`src/rtl/seg_scan_ctrl.sv`:
```
// Four-digit seven-segment scan controller: dead-time blanking, invalid-digit masking, adjust-mode blink.
// Optional macro LEADING_ZERO_BLANK_EN hides a zero minutes-tens digit.
module seg_scan_ctrl #(
    parameter int BLANK_CYCLES = 4
) (
    input  logic       clk,
    input  logic       rst,
    input  logic       scan_tick,
    input  logic       blink_tick,
    input  logic       adj,
    input  logic       sel,
    input  logic [3:0] digit0,
    input  logic [3:0] digit1,
    input  logic [3:0] digit2,
    input  logic [3:0] digit3,
    output logic [3:0] display_state,
    output logic [3:0] anode,
    output logic [1:0] digit_idx
);

    localparam int CNT_W = (BLANK_CYCLES > 1) ? $clog2(BLANK_CYCLES) : 1;
    localparam logic [CNT_W-1:0] CNT_LOAD = CNT_W'(BLANK_CYCLES - 1);

    typedef enum logic {BLANK, SHOW} state_t;

    state_t           state;
    logic [CNT_W-1:0] cnt;
    logic             invalid;
    logic             primed;
    logic             blink_phase;
    logic [1:0]       next_idx;
    logic [3:0]       next_val;
    logic [3:0]       cur_val;
    logic             suppress;

    assign next_idx = digit_idx + 2'd1;

    always_comb begin
        next_val = digit0;
        case (next_idx)
            2'd0: next_val = digit0;
            2'd1: next_val = digit1;
            2'd2: next_val = digit2;
            2'd3: next_val = digit3;
            default: next_val = digit0;
        endcase
    end

    always_comb begin
        cur_val = digit0;
        case (digit_idx)
            2'd0: cur_val = digit0;
            2'd1: cur_val = digit1;
            2'd2: cur_val = digit2;
            2'd3: cur_val = digit3;
            default: cur_val = digit0;
        endcase
    end

    always_ff @(posedge clk) begin
        if (rst) begin
            state         <= BLANK;
            cnt           <= CNT_LOAD;
            digit_idx     <= 2'd0;
            display_state <= 4'd0;
            invalid       <= 1'b0;
            primed        <= 1'b0;
            blink_phase   <= 1'b0;
        end else begin
            blink_phase <= adj ? (blink_phase ^ blink_tick) : 1'b0;
            case (state)
                BLANK: begin
                    if (cnt == '0) begin
                        state <= SHOW;
                        // Reset forces display_state to 0, so digit 0 of the very first scan is loaded here instead.
                        if (!primed) begin
                            primed        <= 1'b1;
                            invalid       <= (cur_val > 4'd9);
                            display_state <= (cur_val > 4'd9) ? 4'd0 : cur_val;
                        end
                    end else begin
                        cnt <= cnt - 1'b1;
                    end
                end
                SHOW: begin
                    if (scan_tick) begin
                        state         <= BLANK;
                        cnt           <= CNT_LOAD;
                        digit_idx     <= next_idx;
                        invalid       <= (next_val > 4'd9);
                        display_state <= (next_val > 4'd9) ? 4'd0 : next_val;
                    end
                end
                default: state <= BLANK;
            endcase
        end
    end

    // Blink masking is combinational so adj/sel changes act mid-SHOW.
    always_comb begin
        suppress = invalid | (adj & blink_phase & (digit_idx[1] == sel));
`ifdef LEADING_ZERO_BLANK_EN
        if (digit_idx == 2'd3 && display_state == 4'd0)
            suppress = 1'b1;
`endif
        anode = 4'b1111;
        if (state == SHOW && !suppress)
            anode = ~(4'b0001 << digit_idx);
    end

endmodule

```
`config.mk`:
```
export PLATFORM = sky130hd
export DESIGN_NAME = seg_scan_ctrl
export DESIGN_NICKNAME = d
export VERILOG_FILES = /design/src/rtl/seg_scan_ctrl.sv
export SDC_FILE = /design/constraint.sdc
export NUM_CORES = 1
export LEC_CHECK = 0
export BUFFER_PORTS_ARGS = -buffer_cell sky130_fd_sc_hd__buf_2
export CORE_AREA = 10 10 60 62
export CTS_CLUSTER_DIAMETER = 150
export DETAILED_ROUTE_END_ITERATION = 7
export DIE_AREA = 0 0 70 72
export GPL_TIMING_DRIVEN = 0
export MAX_ROUTING_LAYER = met4
export PLACE_DENSITY = 0.62
export SYNTH_ARGS = -nofsm -noshare
export SYNTH_HDL_FRONTEND = slang
export SYNTH_SLANG_ARGS = --single-unit
```
`constraint.sdc`:
```
create_clock -name clk -period 1.7 [get_ports clk]
set_input_delay 0 -clock clk [delete_from_list [all_inputs] [get_ports clk]]
set_output_delay 0 -clock clk [all_outputs]
set_load 0.01 [all_outputs]
```
==> run_results.csv <==
group,metric,value,unit
detailed_routing,routed_wl,2730,um
outcome,status,"finished, violations left",
pwr,internal_power,555,uW
yosys,synth-seq-area-share,28.7,%
yosys,post_synth_instance_area,838,sq um
cells_and_area,antenna-diode-count,0,
cells_and_area,fin_nets,183,
yosys,post_synth_num_cell_types,30,
pwr,p_sw,278,uW
clock_network,clk_root_buf,"sky130_fd_sc_hd__clkbuf_4",
detailed_routing,dr.first_iter.drc_count,100,
floorplan,placementRows,18,
timing,finalHoldWorstSlack,0.0272,ns
critical_path,critPathArrivalTime,2.14,ns
timing,finalWorstPathRequiredPeriod,1.96,ns
grt,maximum_number_of_pins_on_one_net_before_global_route_repair,11,
critical_path,buffers_and_inverters_on_the_worst_path,1,
yosys,synthFlopType,"sky130_fd_sc_hd__dfxtp_1",
clock_network,cts.reportedPaths.clkPinSlew,0.08,ns
clock_network,insertion_delay_to_the_later_sink_of_the_worst_skew_pair,0.27,ns
yosys,yosys.cell_count.top_type,"sky130_fd_sc_hd__nand2_1",
grt,global_route.overflow_total,0,
grt,grt_first_pass_wirelength,4240,um
yosys,postSynthNetCount,132,
timing,layout_worst_path_cycle_share,115,%
pwr,total_power,833,uW
yosys,syn_avg_cell_area,8.14,sq um
detailed_routing,detail-route-antenna-nets,0,
clock_network,clock_sink_count,12,
floorplan,initial_core_util,34.5,%
yosys,async_set_reset_flop_share_out_of_synthesis,0,%
yosys,largest_area_contributor_in_the_netlist,"sky130_fd_sc_hd__dfxtp_1",
yosys,synthTopCellsByArea,"sky130_fd_sc_hd__dfxtp_1, sky130_fd_sc_hd__ha_1, sky130_fd_sc_hd__a222oi_1",
cells_and_area,final.fill_count,238,
cells_and_area,post_route_cells_drive_above_1_share,47.7,%
critical_path,critical-path-max-stage-delay,0.51,ns
placement,globalplace.congestion,0.874,
timing,timing.fmax,0.510,GHz
placement,port-buffer-count,31,
placement,placement.setup.worst_slack,-0.289,ns
cells_and_area,register_area,248,sq um
timing,rsz0062_at_grt,"true",
critical_path,critPathMaxFanout,5,
floorplan,fp.coreArea,2430,sq um
critical_path,critical_path.cell_chain,"inv_4 -> ha_4 -> a222oi_1 -> mux2i_2 -> nor2_2 -> o211ai_1 -> a311oi_1",
timing,finalClockSkew,0.00701,ns
critical_path,start_kind,"flop",
pwr,power.leakage,0.000548,uW
timing,postLayoutSetupSlackWorst,-0.263,ns
critical_path,cpLargestDelayFamily,"compound AO/OA/AOI/OAI gates",
outcome,violations,"negative setup slack",
placement,dp.cells,164,
cells_and_area,area_growth_syn_to_layout,54.8,%
cells_and_area,multi_input_comb_area,639,sq um
yosys,synth.top_cell.area_share,28.7,%
pwr,power_frac_clock,22.2,%
clock_network,cts_max_level,1,
yosys,syn_inst,103,
pwr,ir_worst_vdd,0.000437,V
yosys,ys.warnings.count,0,
yosys,synth.cells.most_frequent,"sky130_fd_sc_hd__nand2_1, sky130_fd_sc_hd__dfxtp_1, sky130_fd_sc_hd__nor2_1",
detailed_routing,drt_first_pass_iters,7,
timing,report.final.setup_viol,5,
clock_network,cts_buffer_depth,2,
critical_path,cpMaxStageDelayCell,"sky130_fd_sc_hd__a222oi_1",
timing,tightestPinTransition,0.721,ns
pwr,power.share.switching,33.4,%
yosys,synth_seq_cells,12,
detailed_routing,drcViolationCount,0,
timing,final_slew_viol_count,0,
flow_run,max-cap-violations,0,
clock_network,cts_tree,"built",
cells_and_area,instances_no_fill,183,
clock_network,tritoncts.num_buffers,3,
critical_path,critical_path_required_time,1.88,ns
detailed_routing,dr_total_vias,977,
detailed_routing,drt_via_density,5.34,
floorplan,die_height,72,um
pwr,seq_power_share,40.8,%
worst_hold_path,worstHoldPathType,"input pin to flop",
floorplan,io_pins,32,
critical_path,timing.critical_path.to_type,"flop",
floorplan,floorplan.die.width,70,um
pwr,power-per-cell-area,642,nW/um^2
critical_path,worst-setup-path-type,"flop to flop",
pwr,combinationalPowerShare,37.0,%
placement,estimated_wirelength_of_the_detail_placed_design,1970,um
timing,max-slew-margin-rel,51.6,%
floorplan,die_area,5040,sq um
grt,grt_use_total,10.1,%
grt,antenna_found_initial,0,
grt,first_global_vias,930,
yosys,synth_edf_count,0,
detailed_routing,wire_per_inst,14.9,um
timing,total_count_of_hold_check_failures_in_the_final_report,0,
-- layout by cell type (no fill, tap or decap), drive strengths merged, types with 3 or more instances in the layout --
master	instances
clkbuf	5
mux2i	3
a211oi	4
dlygate4sd3	3
ha	7
a222oi	8
nor2	11
o21ai	8
dfxtp	12
nand2	13
buf	46
inv	11
xnor2	3
a21oi	3
-- layout make-up --
type                            instances  area share, %
Multi-Input combinational cell         76           49.3
Timing Repair Buffer                   48           22.7
Sequential cell                        12           19.1
Inverter                               11           3.38
Tap cell                               30           2.89
Clock buffer                            4           2.03
Buffer                                  2          0.675
-- power by group through the flow --
stage	logic [uW]	clock network [uW]	registers (uW)
detailed placement	254	0	346
CTS	282	191	340
floorplan	160	0	352
global placement	245	0	345
global route	340	203	345
finish	308	185	340
-- registers in the layout, summed over array words and instances, names as in the netlist --
| register | cells |
|---|---|
| display_state | 4 |
| blink_phase | 1 |
| digit_idx | 2 |
| invalid | 1 |
| primed | 1 |
| cnt | 2 |
| state | 1 |
-- through the flow --
stage	util (%)	cell area, sq um	TNS [ns]
after floorplan	-	848	0
after global placement	42.8	1040	-0.677
final	53.3	1300	-0.874
after detailed placement	42.8	1040	-1.04
after CTS	49.9	1210	-0.658
after global routing	53.3	1300	-1.40
-- what timing repair did --
item	4_1_cts	5_1_grt
setup endpoints to repair	5	9
gates resized for setup	11	11
hold buffers	3	0
endpoints found under the hold margin	3	0
buffers inserted	11	3
pin swaps	15	4
-- final timing paths --
path | start | end | slack [ns] | depth (start not counted)
worst min register to register | primed$_SDFFE_PP0P_ | primed$_SDFFE_PP0P_ | 0.47 | 2
worst max-delay path | digit_idx[0]$_SDFFE_PP0P_ | display_state[0]$_SDFFE_PP0P_ | -0.26 | 7
worst max register to register | digit_idx[0]$_SDFFE_PP0P_ | display_state[0]$_SDFFE_PP0P_ | -0.26 | 7
worst min-delay path | scan_tick | digit_idx[1]$_SDFFE_PP0P_ | 0.03 | 3
-- layer usage --
layer | up-vias | part of all wire (%) | track usage, %
li1 | 484 | - | -
met1 | 443 | 44 | 11.7
met2 | 44 | 48 | 17.6
met3 | 6 | 5.5 | 1.90
met4 | 0 | 1.7 | 2.63
met5 | - | 0 | -
-- kinds of logic (layout without fill, tap and decap cells) --
logic type               Yosys count  after routing  share of synthesized area, %
adder cells (fa/ha/maj)            7              7                          10.4
buffers and inverters             15             65                          8.21
flip-flops                        12             12                          28.7
multiplexers                       4              4                          5.37
AO/OA/AOI/OAI                     32             32                          28.5
AND/OR/NAND/NOR                   30             30                          15.7
XOR/XNOR                           3              3                          3.13
-- worst min-delay path, delay by kind of cell --
kind / cells / cell delay (ns)
compound gates: 1 / 0.06
buf+inv: 1 / 0.11
simple gates: 1 / 0.08
Note: power is estimated with default switching activity, not from simulation.
